File: config.mk
export PLATFORM = sky130hd
export DESIGN_NAME = joy_sega_reader
export DESIGN_NICKNAME = d
export VERILOG_FILES = /design/src/rtl/joy_sega_reader.sv
export SDC_FILE = /design/constraint.sdc
export NUM_CORES = 1
export LEC_CHECK = 0
export CAP_MARGIN = 20
export CORE_UTILIZATION = 40
export CTS_CLUSTER_SIZE = 8
export DETAILED_ROUTE_END_ITERATION = 8
export PLACE_DENSITY_LB_ADDON = 0.05
export SYNTH_ARGS = -nofsm -noshare
export SYNTH_HDL_FRONTEND = slang
export SYNTH_SLANG_ARGS = --single-unit
File: constraint.sdc
create_clock -name clk_i -period 2.5 [get_ports clk_i]
set_input_delay 0.375 -clock clk_i [delete_from_list [all_inputs] [get_ports clk_i]]
set_output_delay 0.375 -clock clk_i [all_outputs]
set_load 0.1 [all_outputs]
File: src/rtl/joy_sega_reader.sv
// Scans two DB9 ports through the shared select line and decodes Atari, Sega 3- and 6-button pads.
// Outputs are active-low MXYZ SACB RLDU words committed atomically once per scan.
module joy_sega_reader #(
  parameter int TICK_DIV   = 256,
  parameter int IDLE_STEPS = 192
) (
  input  logic        clk_i,
  input  logic        res_n_i,
  input  logic [5:0]  joy1_i,
  input  logic [5:0]  joy2_i,
  output logic        joy_p7_o,
  output logic [11:0] joy1_o,
  output logic [11:0] joy2_o,
  output logic        six_btn1_o,
  output logic        six_btn2_o,
  output logic        scan_done_o
);

  localparam int TW = (TICK_DIV > 1) ? $clog2(TICK_DIV) : 1;
  localparam int IW = (IDLE_STEPS > 1) ? $clog2(IDLE_STEPS) : 1;

  typedef enum logic [3:0] {S0, S1, S2, S3, S4, S5, S6, S7, IDLE} state_t;

  state_t        state;
  logic [5:0]    j1_meta, j1_sync, j2_meta, j2_sync;
  logic [1:0]    prime;
  logic [TW-1:0] tick;
  logic [IW-1:0] idle_cnt;
  logic [11:0]   sh1, sh2;
  logic          six1, six2;
  logic          step_end;
  logic [12:0]   nxt1, nxt2;

  // Per-port decode of one step's sample; returns {six, shadow}.
  function automatic logic [12:0] sample(input state_t st, input logic [5:0] p,
                                         input logic [11:0] sh, input logic six);
    logic [11:0] s;
    logic        f;
    s = sh;
    f = six;
    case (st)
      S3:      s[5:0]  = p;
      S4:      s[7:6]  = (p[3:2] == 2'b00) ? p[5:4] : 2'b11;
      S6:      f       = (p[3:0] == 4'h0);
      S7:      s[11:8] = six ? p[3:0] : 4'hF;
      default: s       = sh;
    endcase
    return {f, s};
  endfunction

  // The tick counter waits until the synchronisers hold real pin values.
  assign step_end = prime[1] && (tick == TW'(TICK_DIV - 1));
  assign nxt1     = sample(state, j1_sync, sh1, six1);
  assign nxt2     = sample(state, j2_sync, sh2, six2);

  always_ff @(posedge clk_i or negedge res_n_i) begin
    if (!res_n_i) begin
      j1_meta     <= 6'h3F;
      j1_sync     <= 6'h3F;
      j2_meta     <= 6'h3F;
      j2_sync     <= 6'h3F;
      prime       <= 2'd0;
      tick        <= '0;
      idle_cnt    <= '0;
      state       <= S0;
      sh1         <= 12'hFFF;
      sh2         <= 12'hFFF;
      six1        <= 1'b0;
      six2        <= 1'b0;
      joy_p7_o    <= 1'b1;
      joy1_o      <= 12'hFFF;
      joy2_o      <= 12'hFFF;
      six_btn1_o  <= 1'b0;
      six_btn2_o  <= 1'b0;
      scan_done_o <= 1'b0;
    end else begin
      j1_meta     <= joy1_i;
      j1_sync     <= j1_meta;
      j2_meta     <= joy2_i;
      j2_sync     <= j2_meta;
      scan_done_o <= 1'b0;
      joy_p7_o    <= !(state == S0 || state == S2 || state == S4 || state == S6);
      if (!prime[1])
        prime <= prime + 2'd1;
      if (prime[1])
        tick <= step_end ? '0 : tick + TW'(1);

      if (step_end) begin
        {six1, sh1} <= nxt1;
        {six2, sh2} <= nxt2;
        case (state)
          S7: begin
            state       <= IDLE;
            idle_cnt    <= '0;
            joy1_o      <= nxt1[11:0];
            joy2_o      <= nxt2[11:0];
            six_btn1_o  <= nxt1[12];
            six_btn2_o  <= nxt2[12];
            scan_done_o <= 1'b1;
          end
          IDLE: begin
            if (idle_cnt == IW'(IDLE_STEPS - 1))
              state <= S0;
            else
              idle_cnt <= idle_cnt + IW'(1);
          end
          default: state <= state_t'(state + 4'd1);
        endcase
      end
    end
  end

endmodule

==> metrics.yaml, run 1 <==
status: "finished, final reports clean"
synth.net_count: 327
die_h_um: 98.8
vias_per_cell: 5.18
clock_power_share_pct: 36.1
cts_buffer_depth: 2
power_frac_seq_pct: 61.8
internal_power_mw: 1.94
fp.dieW_um: 98.8
diodes: 0
syn_inst: 308
wire_per_inst_um: 14.7
fp.dieArea_um2: 9760
ios: 42
p_sw_mw: 0.562
initial_core_util_pct: 42.2
ys.warnings.count: 0
r2r_cells: 5
nFillCells: 840
gr-total-overflow: 0
setup_violations: 0
critPathLaunchType: "flip-flop"
p_comb_share_pct: 2.2
finalClockSkew_ps: 9.95
globalplace.congestion: 0.789
path_class: "reg2reg"
slew_headroom_pct: 51.9
drc: 0
synth_edf_count: 0
sw_frac_of_total_pct: 22.5
syn-cell-area_um2: 3750
clockRootBuffer: "clkbuf_8"
cp-end-kind: "flip-flop"
hp-class: "in2async"
synthMuxAreaShare_pct: 8.54
clk-insertion-delay-late_ps: 350
setup_tns_ps: 0
clkTransAtPathRegs_ps: 90
synthArstFlopShare_pct: 100
worstPathRequired_ps: 2720
synth_xor_area_share_pct: 1.17
grt_pass1_wl_mm: 12.0
slew_violations: 0
first_pass_iters: 4
grt_pass1_vias: 2475
final_util_pct: 49.3
post-cts-setup-buffer-count: 0
leakagePower_nw: 1.79
grt_setup_unrepaired: "no"
antenna_found_initial: 0
arrival_ps: 2280
hold_viol: 0
numCtsBuffers: 9
grt_use_total_pct: 15.8
max_freq_mhz: 487
grt_max_degree: 58
r2r-start: "idle_cnt[0]"
yosysSeqAreaShare_pct: 63.6
synth_seq_cells: 92
core-area_um2: 8890
synth.avg_cell_area_um2: 12.2
cts_sinks: 92
dp_hpwl_mm: 4.65
synth_top_family_by_area: "simple AND/OR/NAND/NOR gates"
worstMarginPinSlew_ps: 721
p_per_area_nw_per_um2: 570
cts.repair.resized: 0
portBuffers: 41
drive_above_1_share_pct: 38.7
htree_num_levels: 3
final_nets: 371
cp-startpoint: "idle_cnt[0]"
maxCapViolCount: 0
rows: 34
period_share_pct: 82.2
cp_max_fo: 5
cts_tree: "yes"
wirelength_mm: 6.86
yosys.area_share.simple_pct: 11.8
cts_hold_buf: 0
syn2layout_area_growth_pct: 17.0
synth_ff_type: "dfstp_2"
synth_cell_type_count: 40
peakVddDrop_v: 0.000306
vias: 2408
synth_compound_area_share_pct: 10.6
first_iter_violations: 62
detail-route-antenna-nets: 0
fin_crit_ps: 2050
synthAdderAreaFrac_pct: 1.67
[final timing paths]
kind / endpoint / slack (ps)
min reg2reg: j1_sync[3] / 350
max in group asynchronous: j1_meta[3] / 1730
min: scan_done_o / 70
min in group clk_i: j1_sync[3] / 350
max: state[3] / 450
max reg2reg: state[3] / 450
[flip-flops by register name, summed over array words and instances (netlist names)]
name         count
six_btn1_o       1
j2_meta          6
joy2_o          12
joy1_o          12
state            4
prime            2
six2             1
j1_sync          6
six_btn2_o       1
j2_sync          6
sh1              8
scan_done_o      1
idle_cnt         8
tick             8
six1             1
sh2              8
j1_meta          6
joy_p7_o         1
[cell families (layout without fill, tap and decap cells)]
family | after synthesis | in the layout
flops | 92 | 92
simple gates | 89 | 89
compound gates | 65 | 65
mux | 30 | 30
buf+inv | 22 | 71
fa+ha+maj | 5 | 5
xor+xnor | 5 | 5
[Yosys cell counts, types with 6 or more instances]
cell type | count | share of area, %
dfstp_2 | 65 | 46
nand2_1 | 40 | 4.0
o21ai_0 | 31 | 4.1
dfrtp_1 | 27 | 18
mux2_2 | 16 | 4.8
mux2i_1 | 14 | 3.7
nor2_1 | 13 | 1.3
a21oi_1 | 10 | 1.3
inv_1 | 8 | 0.80
o22a_1 | 8 | 1.9
clkbuf_1 | 7 | 0.70
nor3_1 | 7 | 0.93
nand4_1 | 6 | 1.0
[final cells by class]
type / count / area (um^2) / share of cell area, %
timing repair buffer: 46 / 388 / 8.85
inverter: 9 / 35.0 / 0.799
clock inverter: 6 / 37.5 / 0.856
sequential: 92 / 2380 / 54.4
multi-input combinational: 194 / 1270 / 28.9
clock buffer: 10 / 138 / 3.14
tap: 108 / 135 / 3.08
[placed cells by master (no fill, tap or decap), types with 6 or more instances in the layout]
master / instances
clkdlybuf4s50_1: 12
nor3_1: 7
o21ai_0: 31
buf_4: 33
a21oi_1: 10
nand2_1: 40
mux2i_1: 14
inv_1: 8
mux2_2: 16
clkbuf_8: 10
dfstp_2: 65
nand4_1: 6
o22a_1: 8
nor2_1: 13
dfrtp_1: 27
[metal layers]
layer  share of wire (%)  track usage, %  up-vias
met5                   0               0        -
met4                 1.3            5.28        0
met3                 4.0            4.96       10
met2                  48            25.7       42
met1                  46            20.1     1188
li1                    -               -     1168
[stage by stage]
step / power [mW] / hold WS [ps] / worst slack, ps / std cells / instance area [um^2]
2_1_floorplan: 1.56 / 79.4 / 671 / 308 / 3750
3_3_place_gp: 1.63 / 346 / 533 / 449 / 4210
3_5_place_dp: 1.63 / 347 / 493 / 449 / 4210
4_1_cts: 2.55 / 103 / 482 / 465 / 4380
5_1_grt: 2.61 / 111 / 386 / 465 / 4380
6_report: 2.50 / 71.2 / 446 / 465 / 4380
[power by group through the flow]
| stage | combinational [mW] | sequential, mW | clock, mW |
|---|---|---|---|
| 2_1_floorplan | 0.00353 | 1.56 | 0 |
| 4_1_cts | 0.0578 | 1.54 | 0.948 |
| 6_report | 0.0543 | 1.54 | 0.902 |
| 3_3_place_gp | 0.0569 | 1.57 | 0 |
| 5_1_grt | 0.0623 | 1.55 | 1.00 |
| 3_5_place_dp | 0.0578 | 1.57 | 0 |
[worst max-delay path, stage by stage, from the launching register on]
cell,delay (ps)
dfrtp_1,410
ha_1,220
nand3_2,130
or4_4,550
a2111oi_0,510
o21ai_1,110
No activity file was read; power rests on OpenSTA's default activity.
==> run 2: changes to the inputs <==
clock period = 2.12 ns   (was 2.5 ns; I/O delays follow)
==> run 2 against run 1 <==
Effect of this change: worst hold slack better by 270 ps; routed wire length is 1.4% higher; sequential power is 18% higher; sequential cell count stayed put; clock skew is 0.75 ps higher; final cell count is 1.7% higher; global-route usage hardly changed; core utilization is 1.1 points higher; maximum frequency is 4.1% higher; non-clock buffer count is 8 higher; critical path depth stayed put; critical path type unchanged; largest cell class unchanged; highest routed layer unchanged.
==> metrics.yaml, run 2 (synthesis gave the netlist of run 1 again) <==
status: "finished, final reports clean"
vias_per_cell: 5.08  # -1.9%
hp-class: "reg2reg"
diodes: 0  # unchanged
worstPathRequired_ps: 2360  # -360 ps
max_freq_mhz: 507  # +4.1%
slew_violations: 0  # unchanged
cts_sinks: 92  # unchanged
setup_violations: 0  # unchanged
initial_core_util_pct: 42.2  # unchanged
wirelength_mm: 6.95  # +1.4%
final_nets: 379  # +2.2%
p_per_area_nw_per_um2: 692  # +21%
clockRootBuffer: "clkbuf_8"
postLayoutSetupSlackWorst_ps: 146  # -300 ps
grt_pass1_wl_mm: 11.8  # -1.4%
seq_area_um2: 2380  # unchanged
hold_depth: 0
htree_num_levels: 3  # unchanged
hp-start: "j2_meta[3]"
critPathLaunchType: "flip-flop"
cts_buffer_depth: 2  # unchanged
worstReg2RegEnd: "state[3]"
cts_tree: "yes"
drive_above_1_share_pct: 38.9  # +0.25 points
nFillCells: 811  # -3.5%
dp_hpwl_mm: 4.76  # +2.2%
gr-total-overflow: 0  # unchanged
leakagePower_nw: 1.84  # +3.1%
globalplace.congestion: 0.815  # +3.3%
first_pass_iters: 4  # unchanged
cp_slowest_stage_delay_ps: 540  # about the same
design_area_um2: 4480  # +2.3%
grt_use_total_pct: 15.8  # about the same
layout_commonest_cell: "dfstp_2"
clkTransAtPathRegs_ps: 90  # about the same
setup_tns_ps: 0  # unchanged
reg2reg_setup_slack_ps: 150  # -300 ps
crit_chain: "ha_1 > nand3_2 > or4_4 > a2111oi_0 > o21ai_1"
detail-route-antenna-nets: 0  # unchanged
fp.dieW_um: 98.8  # unchanged
syn2layout_area_growth_pct: 19.6
drc: 0  # unchanged
multiInputGateArea_um2: 1270  # unchanged
vias: 2402  # -0.25%
path_class: "reg2reg"
dp_slack_ps: 166  # -327 ps
fp.dieArea_um2: 9760  # unchanged
finalClockSkew_ps: 10.7  # +0.753 ps
power_mw: 3.10  # +24%
cp-startpoint: "idle_cnt[0]"
period_share_pct: 93.1  # +11 points
crit_family: "simple AND/OR/NAND/NOR gates"
grt_setup_unrepaired: "no"
rows: 34  # unchanged
holdPathEnd: "j2_sync[3]"
cp_max_fo: 5  # unchanged
grt_pass1_vias: 2376  # -4.0%
layout_common_cells: "dfstp_2, nand2_1, buf_4"
worstMarginPinSlew_ps: 412  # -309 ps
grt_max_degree: 38  # -34%
portBuffers: 41  # unchanged
cpMaxStageDelayCell: "or4_4"
reg_top3: "joy1_o: 12 flops, joy2_o: 12 flops"
wire_per_inst_um: 14.7  # -0.29%
cp-end-kind: "flip-flop"
antenna_found_initial: 0  # unchanged
die_h_um: 98.8  # unchanged
core-area_um2: 8890  # unchanged
hold_viol: 0  # unchanged
crit_buf_inv: 0  # unchanged
clk-insertion-delay-late_ps: 360  # about the same
ios: 42  # unchanged
r2r-start: "idle_cnt[0]"
arrival_ps: 2210  # -70 ps
peakVddDrop_v: 0.000440  # +44%
slew_headroom_pct: 71.8  # +20 points
fin_crit_ps: 1970  # -80.5 ps
numCtsBuffers: 9  # unchanged
placed_area_um2: 4260  # +1.2%
r2r_cells: 5  # unchanged
post-cts-setup-buffer-count: 0  # unchanged
first_iter_violations: 51  # -18%
maxCapViolCount: 0  # unchanged
[run 2: worst max-delay path by stage]
stage | to | slack (ps) | cells after the start
floorplan | state[1] | 290 | 5
global placement | state[1] | 230 | 5
detailed placement | state[3] | 170 | 5
CTS | state[1] | 160 | 5
global route | state[1] | 50 | 5
finish | state[3] | 150 | 5
[run 2: layout make-up]
type,count,area share [%]
clock buffer,16,4.74
inverter,9,0.781
multi-input combinational,194,28.3
sequential,92,53.2
tap,108,3.01
timing repair buffer,54,10.0
[run 2: layer usage]
layer / vias to the layer above / global-route usage, % / wire length, um
met2: 46 / 24.5 / 3240
met1: 1159 / 20.6 / 3320
met3: 9 / 4.61 / 279
li1: 1188 / - / -
met5: - / 0 / 0
met4: 0 / 6.89 / 108
[run 2: repair_timing]
item                      CTS  global route
hold endpoints to repair   10             0
hold buffers                1             0
resized for setup           0             0
[run 2: stage by stage]
| stage | util [%] | hold WS, ps | instances |
|---|---|---|---|
| 6_report | 50.4 | 346 | 473 |
| 5_1_grt | 50.4 | 332 | 473 |
| 4_1_cts | 50.4 | 334 | 473 |
| 3_5_place_dp | 47.9 | 293 | 456 |
| 3_3_place_gp | 47.9 | 289 | 456 |
| 2_1_floorplan | - | 22.4 | 308 |
[run 2: report_power, final]
part	total [mW]	leakage, nW	switching, mW	internal, mW
clock	1.21	0.107	0.578	0.636
combinational	0.0675	0.713	0.0382	0.0293
sequential	1.82	1.02	0.0191	1.80
total	3.10	1.84	0.635	2.47
